===== config.mk =====
export PLATFORM = sky130hd
export DESIGN_NAME = muldiv_unit_flat
export DESIGN_NICKNAME = d
export VERILOG_FILES = /design/src/rtl/muldiv_unit_pkg.sv /design/src/rtl/muldiv_unit_if.sv /design/src/rtl/muldiv_unit.sv /design/src/flat_wrapper.sv
export SDC_FILE = /design/constraint.sdc
export NUM_CORES = 1
export LEC_CHECK = 0
export CAP_MARGIN = 30
export CORE_MARGIN = 2
export CORE_UTILIZATION = 40
export DETAILED_ROUTE_END_ITERATION = 10
export SLEW_MARGIN = 20
export SYNTH_ARGS = -nofsm -noshare
export SYNTH_HDL_FRONTEND = slang
export SYNTH_SLANG_ARGS = --single-unit

===== constraint.sdc =====
create_clock -name clk -period 3.3 [get_ports clk]
set_input_delay 0.33 -clock clk [delete_from_list [all_inputs] [get_ports clk]]
set_output_delay 0.33 -clock clk [all_outputs]
set_load 0.02 [all_outputs]

===== src/rtl/muldiv_unit_pkg.sv =====
// Shared types for the iterative multiply/divide unit: operation codes, FSM states and decode
// helpers.
package muldiv_unit_pkg;

    localparam int unsigned Width = 32;

    typedef enum logic [1:0] {
        MdMult  = 2'b00,
        MdMultu = 2'b01,
        MdDiv   = 2'b10,
        MdDivu  = 2'b11
    } md_op_e;

    typedef enum logic [1:0] {
        MdIdle = 2'b00,
        MdRun  = 2'b01,
        MdFix  = 2'b10,
        MdDone = 2'b11
    } md_state_e;

    function automatic logic md_is_signed(md_op_e op);
        return op inside {MdMult, MdDiv};
    endfunction

    function automatic logic md_is_div(md_op_e op);
        return op inside {MdDiv, MdDivu};
    endfunction

endpackage


===== src/rtl/muldiv_unit_if.sv =====
// Request/response bundle between the ALU HI/LO path (master) and the multiply/divide unit
// (slave).
interface muldiv_unit_if #(
    parameter int unsigned WIDTH = muldiv_unit_pkg::Width
);
    logic                       start;
    muldiv_unit_pkg::md_op_e    op;
    logic [WIDTH-1:0]           a;
    logic [WIDTH-1:0]           b;
    logic                       busy;
    logic                       done;
    logic [WIDTH-1:0]           hi;
    logic [WIDTH-1:0]           lo;
    logic                       div_zero;

    modport master (
        output start, op, a, b,
        input  busy, done, hi, lo, div_zero
    );

    modport slave (
        input  start, op, a, b,
        output busy, done, hi, lo, div_zero
    );
endinterface


===== src/rtl/muldiv_unit.sv =====
// Iterative 32-bit multiply/divide: shift-add multiply or restoring divide over a shared 64-bit
// accumulator, 33 cycles from accepted start to done, results held in HI/LO.
module muldiv_unit
    import muldiv_unit_pkg::*;
#(
    parameter int unsigned WIDTH = Width
) (
    input  logic          clk,
    input  logic          rst_n,
    muldiv_unit_if.slave  md
);

    md_state_e            state_q;
    logic [4:0]           cnt_q;
    logic [2*WIDTH-1:0]   acc_q;
    logic [WIDTH-1:0]     opnd_q;
    logic [WIDTH-1:0]     hi_q;
    logic [WIDTH-1:0]     lo_q;
    logic                 is_div_q;
    logic                 res_neg_q;
    logic                 a_neg_q;
    logic                 busy_q;
    logic                 done_q;
    logic                 div_zero_q;

    logic                 a_neg;
    logic                 b_neg;
    logic [WIDTH-1:0]     a_mag;
    logic [WIDTH-1:0]     b_mag;
    logic [WIDTH:0]       mul_sum;
    logic [WIDTH:0]       prem;
    logic                 div_ge;
    logic [WIDTH-1:0]     rem_next;
    logic [2*WIDTH-1:0]   acc_next;
    logic [2*WIDTH-1:0]   prod;
    logic [WIDTH-1:0]     quot;
    logic [WIDTH-1:0]     rem;
    logic                 dz;

    always_comb begin
        a_neg    = md_is_signed(md.op) && md.a[WIDTH-1];
        b_neg    = md_is_signed(md.op) && md.b[WIDTH-1];
        a_mag    = a_neg ? -md.a : md.a;
        b_mag    = b_neg ? -md.b : md.b;

        mul_sum  = {1'b0, acc_q[2*WIDTH-1:WIDTH]} + (acc_q[0] ? {1'b0, opnd_q} : '0);

        // When the subtract succeeds the true remainder is below the divisor, so 32 bits suffice.
        prem     = {acc_q[2*WIDTH-1:WIDTH], acc_q[WIDTH-1]};
        div_ge   = prem >= {1'b0, opnd_q};
        rem_next = div_ge ? (prem[WIDTH-1:0] - opnd_q) : prem[WIDTH-1:0];

        acc_next = is_div_q ? {rem_next, acc_q[WIDTH-2:0], div_ge}
                            : {mul_sum, acc_q[WIDTH-1:1]};

        prod     = res_neg_q ? -acc_q : acc_q;
        quot     = res_neg_q ? -acc_q[WIDTH-1:0] : acc_q[WIDTH-1:0];
        // With a zero divisor every step subtracts nothing, leaving |a| in the upper half.
        rem      = a_neg_q ? -acc_q[2*WIDTH-1:WIDTH] : acc_q[2*WIDTH-1:WIDTH];
        dz       = is_div_q && (opnd_q == '0);
    end

    always_ff @(posedge clk or negedge rst_n) begin
        if (!rst_n) begin
            state_q    <= MdIdle;
            cnt_q      <= '0;
            acc_q      <= '0;
            opnd_q     <= '0;
            hi_q       <= '0;
            lo_q       <= '0;
            is_div_q   <= 1'b0;
            res_neg_q  <= 1'b0;
            a_neg_q    <= 1'b0;
            busy_q     <= 1'b0;
            done_q     <= 1'b0;
            div_zero_q <= 1'b0;
        end else begin
            unique case (state_q)
                MdIdle: begin
                    if (md.start) begin
                        is_div_q  <= md_is_div(md.op);
                        acc_q     <= {{WIDTH{1'b0}}, a_mag};
                        opnd_q    <= b_mag;
                        a_neg_q   <= a_neg;
                        res_neg_q <= a_neg ^ b_neg;
                        cnt_q     <= '0;
                        busy_q    <= 1'b1;
                        state_q   <= MdRun;
                    end
                end
                MdRun: begin
                    acc_q <= acc_next;
                    cnt_q <= cnt_q + 5'd1;
                    if (cnt_q == 5'd31) begin
                        state_q <= MdFix;
                    end
                end
                MdFix: begin
                    if (is_div_q) begin
                        hi_q <= rem;
                        lo_q <= dz ? '1 : quot;
                    end else begin
                        hi_q <= prod[2*WIDTH-1:WIDTH];
                        lo_q <= prod[WIDTH-1:0];
                    end
                    div_zero_q <= dz;
                    done_q     <= 1'b1;
                    state_q    <= MdDone;
                end
                MdDone: begin
                    done_q  <= 1'b0;
                    busy_q  <= 1'b0;
                    state_q <= MdIdle;
                end
                default: state_q <= MdIdle;
            endcase
        end
    end

    assign md.busy     = busy_q;
    assign md.done     = done_q;
    assign md.hi       = hi_q;
    assign md.lo       = lo_q;
    assign md.div_zero = div_zero_q;

endmodule


===== src/flat_wrapper.sv =====
// flat-port wrapper written by rule: the top's interface ports become plain ports
module muldiv_unit_flat import muldiv_unit_pkg::*;
#(
    parameter int unsigned WIDTH = Width
)
  (clk, rst_n, md_start, md_op, md_a, md_b, md_busy, md_done, md_hi, md_lo, md_div_zero);
  muldiv_unit_if #(.WIDTH(WIDTH)) md_i ();
  input  logic clk;
  input  logic rst_n;
  input wire logic [$bits(md_i.start)-1:0] md_start;
  input wire logic [$bits(md_i.op)-1:0] md_op;
  input wire logic [$bits(md_i.a)-1:0] md_a;
  input wire logic [$bits(md_i.b)-1:0] md_b;
  output wire logic [$bits(md_i.busy)-1:0] md_busy;
  output wire logic [$bits(md_i.done)-1:0] md_done;
  output wire logic [$bits(md_i.hi)-1:0] md_hi;
  output wire logic [$bits(md_i.lo)-1:0] md_lo;
  output wire logic [$bits(md_i.div_zero)-1:0] md_div_zero;
  assign md_i.start = md_start;
  assign md_i.op = md_op;
  assign md_i.a = md_a;
  assign md_i.b = md_b;
  assign md_busy = md_i.busy;
  assign md_done = md_i.done;
  assign md_hi = md_i.hi;
  assign md_lo = md_i.lo;
  assign md_div_zero = md_i.div_zero;
  muldiv_unit #(.WIDTH(WIDTH)) u_core (.clk(clk), .rst_n(rst_n), .md(md_i));
endmodule

==> metrics <==
fraction of the mapped netlist area in compound gates 0.241; all-layer global routing usage 0.272; final worst slack 0.0998 ns; clock latency on the worst-skew pair 0.47 ns; R2R cell count 15; fmax 312 MHz; fillers 3325; Placer Congestion 1.01; nature of the critical path endpoint flip-flop; Area Growth Syn to Fin 30.8%; placed cell count 2562; multiplexer share of the synthesized area 0.0388; Final #Nets about 2300; Cell Rows 68; CP Data Arrival Time 3.55 ns; ratio of cells with drive above 1 in the final layout 0.167; Slew HR 0.459; power per cell area 1150 nW/um^2; I/O Pins 136; post-detail-place hpwl 39700 um; CTS Buf Count 17; initial antenna violation count 1; post-synthesis cell type count between 70 and 80; area of the multi-input gates 9420 um^2; cell mode on critical path buf_4; first-pass GRT wire length slightly below 80000 um; post-synthesis simple-gate area fraction 0.201; clk_skew 0.0159 ns; vias in the first global route 13600; met3 usage in global routing 0.0436; max cap viols 0; Via density 5.68; TritonRoute pass-1 iters 5; Syn Nets between 1500 and 2000; Syn Inst Count 1818; worst path cell trace buf_4 -> ha_2 -> inv_2 -> fa_2 -> nand2b_4 -> a21oi_2 -> o2111ai_2 -> a21boi_2 -> a311o_1 -> a21o_1 -> buf_4 -> buf_4 -> nand4_1 -> and3_1 -> a221o_1; Die Wd 192 um; main combinational cell family by area after synthesis compound AO/OA/AOI/OAI gates; Non-Filler Instances 2606; Core Area 34700 um^2; Synth Area in XOR/XNOR 0.103; global routing's busiest layer met2; sequential area share after synthesis 0.305; Pins Over Slew Limit 0; LEAKAGE slightly above 8 nW; Starting Density 0.409; drt initial violations 1395; Worst-Margin Slew 0.812 ns; met1 usage 0.393; Antenna Nets Post-Route 0; Critical Path Max Stage Delay ~0.43 ns; peak supply drop 0.000597 V; Synth Flop Type dfrtp_1; final period utilization 0.970; DIE HEIGHT 192 um; number of enable flip-flop cells after synthesis 0; Worst EP required about 3.7 ns; number of vias after detailed routing about 15000; Setup WS pre-CTS -0.237 ns; final hold viol count 0; Final min period 3.20 ns; # H-tree levels 4; Synth Warn # 0; synthesized area approximately 14000 um^2; Setup Viol. Count Final 0; largest net degree at the start of global routing 66; HP Class input port to async pin; Worst R2R End u_core.acc_q[61]$_DFFE_PN0P_; CP Class flip-flop to flip-flop; CTS Root Cell clkbuf_16; met2 GRT Util 0.415; DRT Wirelength 50100 um; WL/cell 19.2 um; Synth Area in Adders 0.0681; Max Root-Sink Buffers 2; DR DRC count 0; outcome finished, final reports clean; worst-path fanout max 4; IO buf count 135; overall overflow remaining after global route 0; FFs w/ async S/R, synth 1.00; Mean Syn Cell Area between 7 and 8 um^2; CTS tree built; register area 4330 um^2; Worst path slowest cell dfrtp_2; Die Area 37000 um^2; worst r2r src u_core.acc_q[32]$_DFFE_PN0P_; Clk pin slew, worst setup/hold paths around 0.08 ns; # clock sinks ~170; #FFs+latches synth around 170; CP startpoint kind flip-flop; R2R Setup Slk between 0.09 and 0.1 ns
-- critical path, delay by kind of cell (launching register included) --
kind / cells / cell delay (ns)
AND/OR/NAND/NOR: 3 / 0.42
flip-flops: 1 / 0.43
buffers and inverters: 4 / 0.39
adder cells (fa/ha/maj): 2 / 0.52
AO/OA/AOI/OAI: 6 / 1.32
-- power breakdown --
part / total (mW) / switching, mW / internal (mW) / leakage, nW
clock network: 2.11 / 1.02 / 1.08 / 0.290
registers: 3.98 / 0.853 / 3.13 / 2.10
logic: 15.3 / 8.65 / 6.61 / 5.85
-- sequential cells by signal (all words and copies together), names as in the netlist --
register            flops
u_core.acc_q           64
u_core.md.hi           32
u_core.md.lo           32
u_core.opnd_q          32
u_core.cnt_q            5
u_core.state_q          2
u_core.a_neg_q          1
u_core.is_div_q         1
u_core.md.busy          1
u_core.md.div_zero      1
u_core.md.done          1
u_core.res_neg_q        1
-- cells in the mapped netlist (4+ instances only) --
library cell | instances | area (um^2)
a221o_1 | 4 | 40.0
a21boi_0 | 5 | 37.5
nand4_1 | 15 | 93.8
o22ai_1 | 7 | 43.8
a22o_1 | 6 | 52.6
o21ai_0 | 190 | 951
o21a_1 | 11 | 82.6
nand3b_1 | 4 | 30.0
a211oi_1 | 9 | 67.6
a21oi_1 | 180 | 901
nor4_1 | 20 | 125
a21o_1 | 33 | 248
buf_2 | 4 | 20.0
a22oi_1 | 15 | 113
clkbuf_1 | 76 | 285
o211ai_1 | 14 | 105
o311ai_0 | 4 | 35.0
o31ai_1 | 21 | 158
o41ai_1 | 11 | 96.3
mux2i_1 | 40 | 400
ha_1 | 74 | 926
and3_1 | 11 | 68.8
nand2_1 | 204 | 766
o21bai_1 | 10 | 75.1
inv_1 | 72 | 270
nor2_1 | 193 | 724
o221ai_1 | 5 | 43.8
nand3_1 | 32 | 160
nor3b_1 | 6 | 45.0
a31oi_1 | 19 | 119
xor2_1 | 92 | 806
dfrtp_1 | 173 | 4330
or4_1 | 13 | 97.6
mux2_2 | 12 | 135
xnor2_1 | 75 | 657
nor3_1 | 41 | 205
and2_1 | 12 | 75.1
or3_1 | 15 | 93.8
or2_2 | 8 | 50.1
nor2b_1 | 12 | 75.1
buf_1 | 9 | 33.8
nand2b_1 | 17 | 106
-- layout by cell type, fill, tap and decap left out, types with 15 or more instances in the layout --
master           count
buf_4              246
nand2_1            202
nor2_1             191
o21ai_0            182
a21oi_1            178
dfrtp_1            169
clkdlybuf4s50_1    134
xor2_1              92
xnor2_1             75
inv_1               69
ha_1                65
nor3_1              41
mux2i_1             39
a21o_1              33
nand3_1             32
o31ai_1             21
nor4_1              18
a31oi_1             17
clkbuf_16           17
nand2b_1            16
nand4_1             15
a22oi_1             15
-- how the worst max path moves through the flow --
stage,startpoint,end,slack [ns],cells past startpoint
floorplan,u_core.acc_q[0]$_DFFE_PN0P_,u_core.acc_q[61]$_DFFE_PN0P_,0.03,13
global placement,md_b[10],u_core.opnd_q[30]$_DFFE_PN0P_,-0.24,11
detailed placement,md_b[10],u_core.opnd_q[30]$_DFFE_PN0P_,-0.24,11
CTS,u_core.acc_q[0]$_DFFE_PN0P_,u_core.acc_q[61]$_DFFE_PN0P_,0.03,14
global route,u_core.acc_q[0]$_DFFE_PN0P_,u_core.acc_q[61]$_DFFE_PN0P_,-0.01,15
finish,u_core.acc_q[32]$_DFFE_PN0P_,u_core.acc_q[61]$_DFFE_PN0P_,0.1,15
-- through the flow --
stage | utilization | total power, mW | hold slack, ns | cell area (um^2) | TNS, ns
4_1_cts | 0.529 | 20.9 | 0.421 | 18400 | 0
3_5_place_dp | 0.510 | 18.6 | 0.354 | 17700 | -0.524
3_3_place_gp | 0.510 | 18.5 | 0.349 | 17700 | -0.465
5_1_grt | 0.535 | 22.9 | 0.452 | 18600 | -0.0277
2_1_floorplan | - | 12.6 | 0.0344 | 14200 | 0
6_report | 0.535 | 21.4 | 0.395 | 18600 | 0
-- cell families after synthesis --
kind of cell | count (synthesis)
simple gates | 615
compound gates | 572
flops | 173
xor+xnor | 167
buf+inv | 162
fa+ha+maj | 76
mux | 53
-- layer usage --
layer / share of wire / wire length [um]
met1: 0.47 / 23500
met2: 0.44 / 21900
met3: 0.072 / 3620
met4: 0.022 / 1110
met5: 0 / 0
-- area by class of cell --
type / count / area share
Clock inverter: 14 / 0.00890
Timing Repair Buffer: 390 / 0.181
Multi-Input combinational cell: 1483 / 0.508
Antenna cell: 1 / 0.000135
Tap cell: 455 / 0.0307
Clock buffer: 17 / 0.0229
Inverter: 73 / 0.0149
Sequential cell: 173 / 0.233
-- timing repair --
| action | in CTS | in global routing |
|---|---|---|
| hold endpoints to repair | 55 | 0 |
| gates cloned | 0 | 0 |
| setup endpoints to repair | 6 | 36 |
| resized for setup | 8 | 40 |
| setup buffers | 3 | 8 |
| hold buffers | 1 | 0 |
| pin swaps | 5 | 17 |
Power figures use the tool's default switching activity.
